**src/rtl/pc_fetch_ctrl.sv**
```systemverilog
// ---------------------------------------------------------------------------
// pc_fetch_ctrl
//
// Owns the word-aligned program counter and sequences the fetch/execute
// cycle around the next-address generator:
//   RESET -> FETCH -> EXEC -> FETCH ...  with terminal HALT and FAULT states.
//
// Ports
//   clk          sole clock, rising edge
//   rst_n        asynchronous active-low reset
//   imem_req     instruction-memory read request (FETCH only)
//   imem_addr    word address of the read, always equal to pc
//   imem_ack     read complete, qualifies imem_rdata / imem_err
//   imem_rdata   instruction word from memory
//   imem_err     bus error, only meaningful together with imem_ack
//   instr        latched instruction word
//   instr_valid  instr / pc valid for execute (EXEC only)
//   instr_ready  execute finished, nxt_pc valid
//   nxt_pc       next PC from the next-address generator
//   halt         retiring instruction requests a stop
//   pc           PC of the current instruction
//   halted       sticky, set on entry to HALT
//   fault        sticky, set on entry to FAULT
//   cycle_cnt    active-cycle counter (zero unless PC_PERF_CNT_EN)
//   instret_cnt  retired-instruction counter (zero unless PC_PERF_CNT_EN)
//
// Build option
//   PC_PERF_CNT_EN  when defined, cycle_cnt / instret_cnt are live 32-bit
//                   wrapping counters; otherwise both are tied to zero.
// ---------------------------------------------------------------------------
module pc_fetch_ctrl #(
   parameter logic [29:0] RESET_VECTOR = 30'h0010_0000
) (
   input  logic        clk,
   input  logic        rst_n,
   output logic        imem_req,
   output logic [29:0] imem_addr,
   input  logic        imem_ack,
   input  logic [31:0] imem_rdata,
   input  logic        imem_err,
   output logic [31:0] instr,
   output logic        instr_valid,
   input  logic        instr_ready,
   input  logic [29:0] nxt_pc,
   input  logic        halt,
   output logic [29:0] pc,
   output logic        halted,
   output logic        fault,
   output logic [31:0] cycle_cnt,
   output logic [31:0] instret_cnt
);

   typedef enum logic [2:0] {
      S_RESET,
      S_FETCH,
      S_EXEC,
      S_HALT,
      S_FAULT
   } state_t;

   state_t state;

   // RESET spends one full clock cycle after release before the first
   // fetch, so the first request appears on the second rising edge.
   // This flag marks that the first post-release edge has been seen.
   logic boot_armed;

   // The read address is the PC itself; pc only changes on the EXEC
   // retire edge, which keeps the address stable across FETCH.
   assign imem_addr = pc;

   // Main sequencer. All outputs are flops updated together with the
   // state, so nothing on the output side depends combinationally on
   // an input. Inputs outside the state that consumes them are ignored
   // simply because no other case arm looks at them.
   always_ff @(posedge clk or negedge rst_n) begin
      if (!rst_n) begin
         state       <= S_RESET;
         boot_armed  <= 1'b0;
         pc          <= RESET_VECTOR;
         instr       <= '0;
         imem_req    <= 1'b0;
         instr_valid <= 1'b0;
         halted      <= 1'b0;
         fault       <= 1'b0;
      end else begin
         case (state)
            S_RESET: begin
               if (boot_armed) begin
                  state    <= S_FETCH;
                  imem_req <= 1'b1;
               end else begin
                  boot_armed <= 1'b1;
               end
            end
            S_FETCH: begin
               if (imem_ack) begin
                  imem_req <= 1'b0;
                  if (imem_err) begin
                     state <= S_FAULT;
                     fault <= 1'b1;
                  end else begin
                     state       <= S_EXEC;
                     instr       <= imem_rdata;
                     instr_valid <= 1'b1;
                  end
               end
            end
            S_EXEC: begin
               if (instr_ready) begin
                  pc          <= nxt_pc;
                  instr_valid <= 1'b0;
                  if (halt) begin
                     state  <= S_HALT;
                     halted <= 1'b1;
                  end else begin
                     state    <= S_FETCH;
                     imem_req <= 1'b1;
                  end
               end
            end
            S_HALT: begin
               state <= S_HALT;
            end
            S_FAULT: begin
               state <= S_FAULT;
            end
            default: begin
               state <= S_RESET;
            end
         endcase
      end
   end

`ifdef PC_PERF_CNT_EN
   logic [31:0] cycle_q;
   logic [31:0] instret_q;

   // Performance counters. Cycles are counted only while the sequencer
   // is doing work (FETCH or EXEC); an instruction retires on every EXEC
   // edge with instr_ready, including the one that halts.
   always_ff @(posedge clk or negedge rst_n) begin
      if (!rst_n) begin
         cycle_q   <= '0;
         instret_q <= '0;
      end else begin
         if ((state == S_FETCH) || (state == S_EXEC)) begin
            cycle_q <= cycle_q + 32'd1;
         end
         if ((state == S_EXEC) && instr_ready) begin
            instret_q <= instret_q + 32'd1;
         end
      end
   end

   assign cycle_cnt   = cycle_q;
   assign instret_cnt = instret_q;
`else
   assign cycle_cnt   = '0;
   assign instret_cnt = '0;
`endif

endmodule

```
**config.mk**
```make
export PLATFORM = sky130hd
export DESIGN_NAME = pc_fetch_ctrl
export DESIGN_NICKNAME = d
export VERILOG_FILES = /design/src/rtl/pc_fetch_ctrl.sv
export SDC_FILE = /design/constraint.sdc
export NUM_CORES = 1
export LEC_CHECK = 0
export CORE_ASPECT_RATIO = 1.4
export CORE_MARGIN = 2
export CORE_UTILIZATION = 36
export DETAILED_ROUTE_END_ITERATION = 7
export PLACE_DENSITY_LB_ADDON = 0.3
export SLEW_MARGIN = 30
export SYNTH_ARGS = -nofsm -noshare
export SYNTH_HDL_FRONTEND = slang
export SYNTH_SLANG_ARGS = --single-unit
```
**constraint.sdc**
```tcl
create_clock -name clk -period 2.3 [get_ports clk]
set_clock_uncertainty 0.1 [all_clocks]
set_input_delay 0.46 -clock clk [delete_from_list [all_inputs] [get_ports clk]]
set_output_delay 0.46 -clock clk [all_outputs]
set_load 0.01 [all_outputs]
```
=== After elaboration in Yosys (flattened, before gate mapping) ===
Cells that the tools add are included.

* Output and inout port bits: 160
* Bits in registers: 70

* Reductions and logical operators: 10
* Muxes and demuxes: 15
* Bitwise logic cells: 1
* Eq/ne operators: 9

{| class="wikitable"
|+ Operator list
! operator !! count
|-
| case mux 3 bit (5 select lines) || 1
|-
| two-way mux 3 bit || 4
|-
| AND reduction 3 bit || 4
|-
| inequality test 2 bit (second input constant) || 5
|-
| two-way mux 1 bit || 7
|-
| equality test 3 x 2 -> 1 bit (second input constant) || 2
|-
| AND reduction 5 bit || 1
|-
| AND reduction 4 bit || 1
|-
| equality test 3 x 1 -> 1 bit (second input constant) || 1
|-
| equality test 3 bit (second input constant) || 1
|-
| logical NOT 3 bit || 1
|-
| case mux 1 bit (3 select lines) || 1
|-
| nonzero test 3 bit || 1
|-
| two-way mux 2 bit || 1
|-
| case mux 1 bit (2 select lines) || 1
|-
| AND reduction 2 bit || 1
|-
| nonzero test 2 bit || 1
|-
| inverter 1 bit || 1
|}

=== Longest topological paths before layout ===
* Word-level depth: 3
* Gate-level depth with buffers: 6

=== Worst setup path after synthesis ===
No wires, ideal clock.

* Path type: reg2reg
* Start point: reg state[1]
* End point: reg instr[10]
* Buffers on the path: 2
* Setup slack: 0.617 ns
* Stages on the path, launching flop included: 5
* Arrival: 1.458 ns
* Setup time: 0.125 ns
* Period minus slack after synthesis: 1.683 ns
* Required time: 2.075 ns
* Path through: dfrtp_1 > buf_6 > nor4_4 > buf_6 > mux2_2

* Cells in the longest elaborated chain, start to end: 2

{| class="wikitable"
|+ Ends and longest elaborated chain
! what !! line !! RTL
|-
| start: declaration || 61 || <nowiki>state_t state;</nowiki>
|-
| start signal: assignment || 78 || <nowiki>state <= S_RESET;</nowiki>
|-
| start signal: assignment || 90 || <nowiki>state <= S_FETCH;</nowiki>
|-
| start signal: assignment || 100 || <nowiki>state <= S_FAULT;</nowiki>
|-
| equality test 3 x 1 -> 1 bit || 87 || <nowiki>case (state)</nowiki>
|-
| AND reduction 3 bit (no source line) || n/a ||
|-
| end signal: assignment || 104 || <nowiki>instr <= imem_rdata;</nowiki>
|-
| end: declaration || 41 || <nowiki>output logic [31:0] instr,</nowiki>
|}

Every way passes these cells.
A chain may end at the register's enable or synchronous reset.

=== Worst setup path in the final report ===
* Start point: reg pc[20] (netlist: imem_addr[20])
* End point: out pc[20]

{| class="wikitable"
|+ RTL lines
! what !! line !! RTL
|-
| start: declaration || 46 || <nowiki>output logic [29:0] pc,</nowiki>
|-
| start signal: assignment || 111 || <nowiki>pc <= nxt_pc;</nowiki>
|}

No word-level cell between the ends.

==> metrics.txt <==
outcome complete, no violations; Synth Cell Area roughly 0.0034 sq mm; worst setup margin 0.339 ns; Area Growth Syn to Fin 47.0%; grt ovf 0; Slowest cell on crit path dfstp_2; Startpoint Class flip-flop; DRC Markers 0; core area 0.00935 sq mm; fmax 0.510 GHz; Starting Density about 37%; GPL Wtd Cong 0.685; sequential fraction of the synthesis area 51.2%; top post-synthesis cells by count buf_4, dfrtp_1, mux2_2, mux2_1, a21oi_1; CP arrival between 1 and 1.5 ns; PwrDens 590 mW/mm^2; #FFs+latches synth 70; Vias/cell 4.22; die area 0.0103 sq mm; Ys Warns 0; Worst-Skew Late Latency 0.32 ns; port buffer count 163; fin. max-slew vios 0; DRT Pass-1 Iters 4; post-synth top area share 50.5%; hold buffers post-CTS 0; Setup crit start imem_addr[20]; Worst EP required 1.74 ns; average wire per standard cell ~13 microns; DP Worst Slack 0.118 ns; clk root buf clkbuf_16; Largest stage delay, worst path ~0.55 ns; Clock transition at path regs 0.05 ns; min-delay worst type in2async; Max FO, Critical Path 3; cells along the critical path clkdlybuf4s50_1; setup violators final 0; vias in the first global route 2090; all-layer global routing usage 13.5%; Final #Nets 469; first-pass GRT wire length around 11000 microns; Clock Sinks 70; CTS tree built; maximum clock insertion buffer count 2; post-route cell area between 0.005 and 0.006 sq mm; DP HPWL 5090 microns; Final TNS setup 0 ns; CP bufs+invs 1; Vert. Die Dim 119 microns; Worst setup EP type output pin; largest net degree at the start of global routing 71; Max Cap Violations 0; post-CTS setup repair buffer count 0; Post-synth EDFFs 0; H-tree levels 3; synthesized area per cell approximately 13 sq um; Post-DP Area 0.00470 sq mm; Synth area leaders dfrtp_1, buf_4, mux2_2, mux2_1, buf_6; Post-synth top flop dfrtp_1; TritonCTS buffer count 9; CP delay by family, top flip-flops; Crit Reg-Reg Startpoint state[1]; Resized Gates After CTS 0; Fin. Hold Viols 0; ys async rst share 100%; RSZ-0062 raised after global routing false; share of layout cells above drive strength 1 approximately a fifth; initial antenna violation count 0; count of unique library cells instantiated by Yosys 25; Antenna diodes 0; final worst path period share a little under nine tenths; overall power 2.97 mW; vias about 2200; cells after synthesis 264; Final ANT Viol Nets 0; Static Leak 2.36 nW; Hold WS between 0.04 and 0.05 ns; site row count 42; Total Wirelength 6870 microns; largest area contributor in the netlist dfrtp_1; Crit Path Category reg2out; die width roughly 86 microns; peak supply drop 0.000471 V; Detailed Route Iter0 Violations 23; Final Critical Period 1.96 ns; most common cell in the netlist buf_4; I/O Pins 228
[cell usage in the layout, fill, tap and decap left out]
master | Yosys | final
or2_2 | 2 | 2
nor3_1 | 2 | 2
clkbuf_16 | 0 | 9
inv_1 | 3 | 3
or3b_2 | 1 | 1
a311oi_1 | 1 | 1
nand2_1 | 1 | 1
mux2_2 | 56 | 56
dfrtp_1 | 69 | 69
nand4b_1 | 1 | 1
o21ba_2 | 1 | 1
nor2_1 | 2 | 2
bufinv_16 | 0 | 3
nor2b_1 | 1 | 1
buf_2 | 2 | 1
nand2b_1 | 2 | 2
clkinv_2 | 0 | 1
conb_1 | 1 | 64
buf_12 | 0 | 3
a21o_1 | 1 | 1
a211oi_1 | 1 | 1
clkbuf_1 | 0 | 3
mux2_1 | 6 | 6
and3_1 | 1 | 1
a21oi_1 | 5 | 5
buf_4 | 98 | 1
clkdlybuf4s50_1 | 0 | 162
dfstp_2 | 1 | 1
nor4_4 | 1 | 1
o41ai_1 | 1 | 1
[cell type report]
class / count / area [sq um]
Fill cell: 836 / 4320
Timing Repair Buffer: 167 / 1690
Tap cell: 110 / 138
Multi-Input combinational cell: 150 / 1100
Inverter: 3 / 11.3
Clock inverter: 4 / 95.1
Sequential cell: 70 / 1750
Clock buffer: 12 / 236
[kinds of logic after synthesis]
| group | count (synthesis) | synth area share [%] |
|---|---|---|
| mux | 62 | 20.4 |
| buf+inv | 107 | 23.4 |
| compound gates | 10 | 1.97 |
| simple gates | 14 | 2.85 |
| other cells | 1 | 0.110 |
| flops | 70 | 51.2 |
[registers in the layout, summed over array words and instances (netlist names)]
signal / cells
imem_req: 1
imem_addr: 30
instr_valid: 1
instr: 32
boot_armed: 1
halted: 1
fault: 1
state: 3
[routing by layer]
metal	track usage (%)	vias up	part of all wire, %
li1	-	992	-
met1	15.3	1050	36
met3	4.92	5	8.9
met5	0	-	0
met2	22.8	130	54
met4	5.27	0	1.3
[through the flow]
step	cells	util, %
floorplan	327	-
global placement	500	50.2
detailed placement	500	50.2
CTS	516	53.8
global route	516	53.8
finish	516	53.8
[path summary, 6_finish.rpt]
check                           endpoint  slack [ns]  depth (start not counted)
max                               pc[20]        0.34                          1
min                        imem_addr[18]        0.05                          2
max reg2reg                    instr[13]        0.60                          3
min reg2reg                   boot_armed        0.36                          1
max in group asynchronous  imem_addr[20]        1.73                          2
min in group clk              boot_armed        0.36                          1
[power breakdown]
group	leakage [nW]	total, mW	switching (mW)	internal (mW)
combinational	1.24	0.192	0.0883	0.104
sequential	0.964	1.23	0	1.23
clock	0.161	1.54	0.485	1.06
total	2.36	2.97	0.573	2.39
Note: power is estimated with default switching activity, not from simulation.
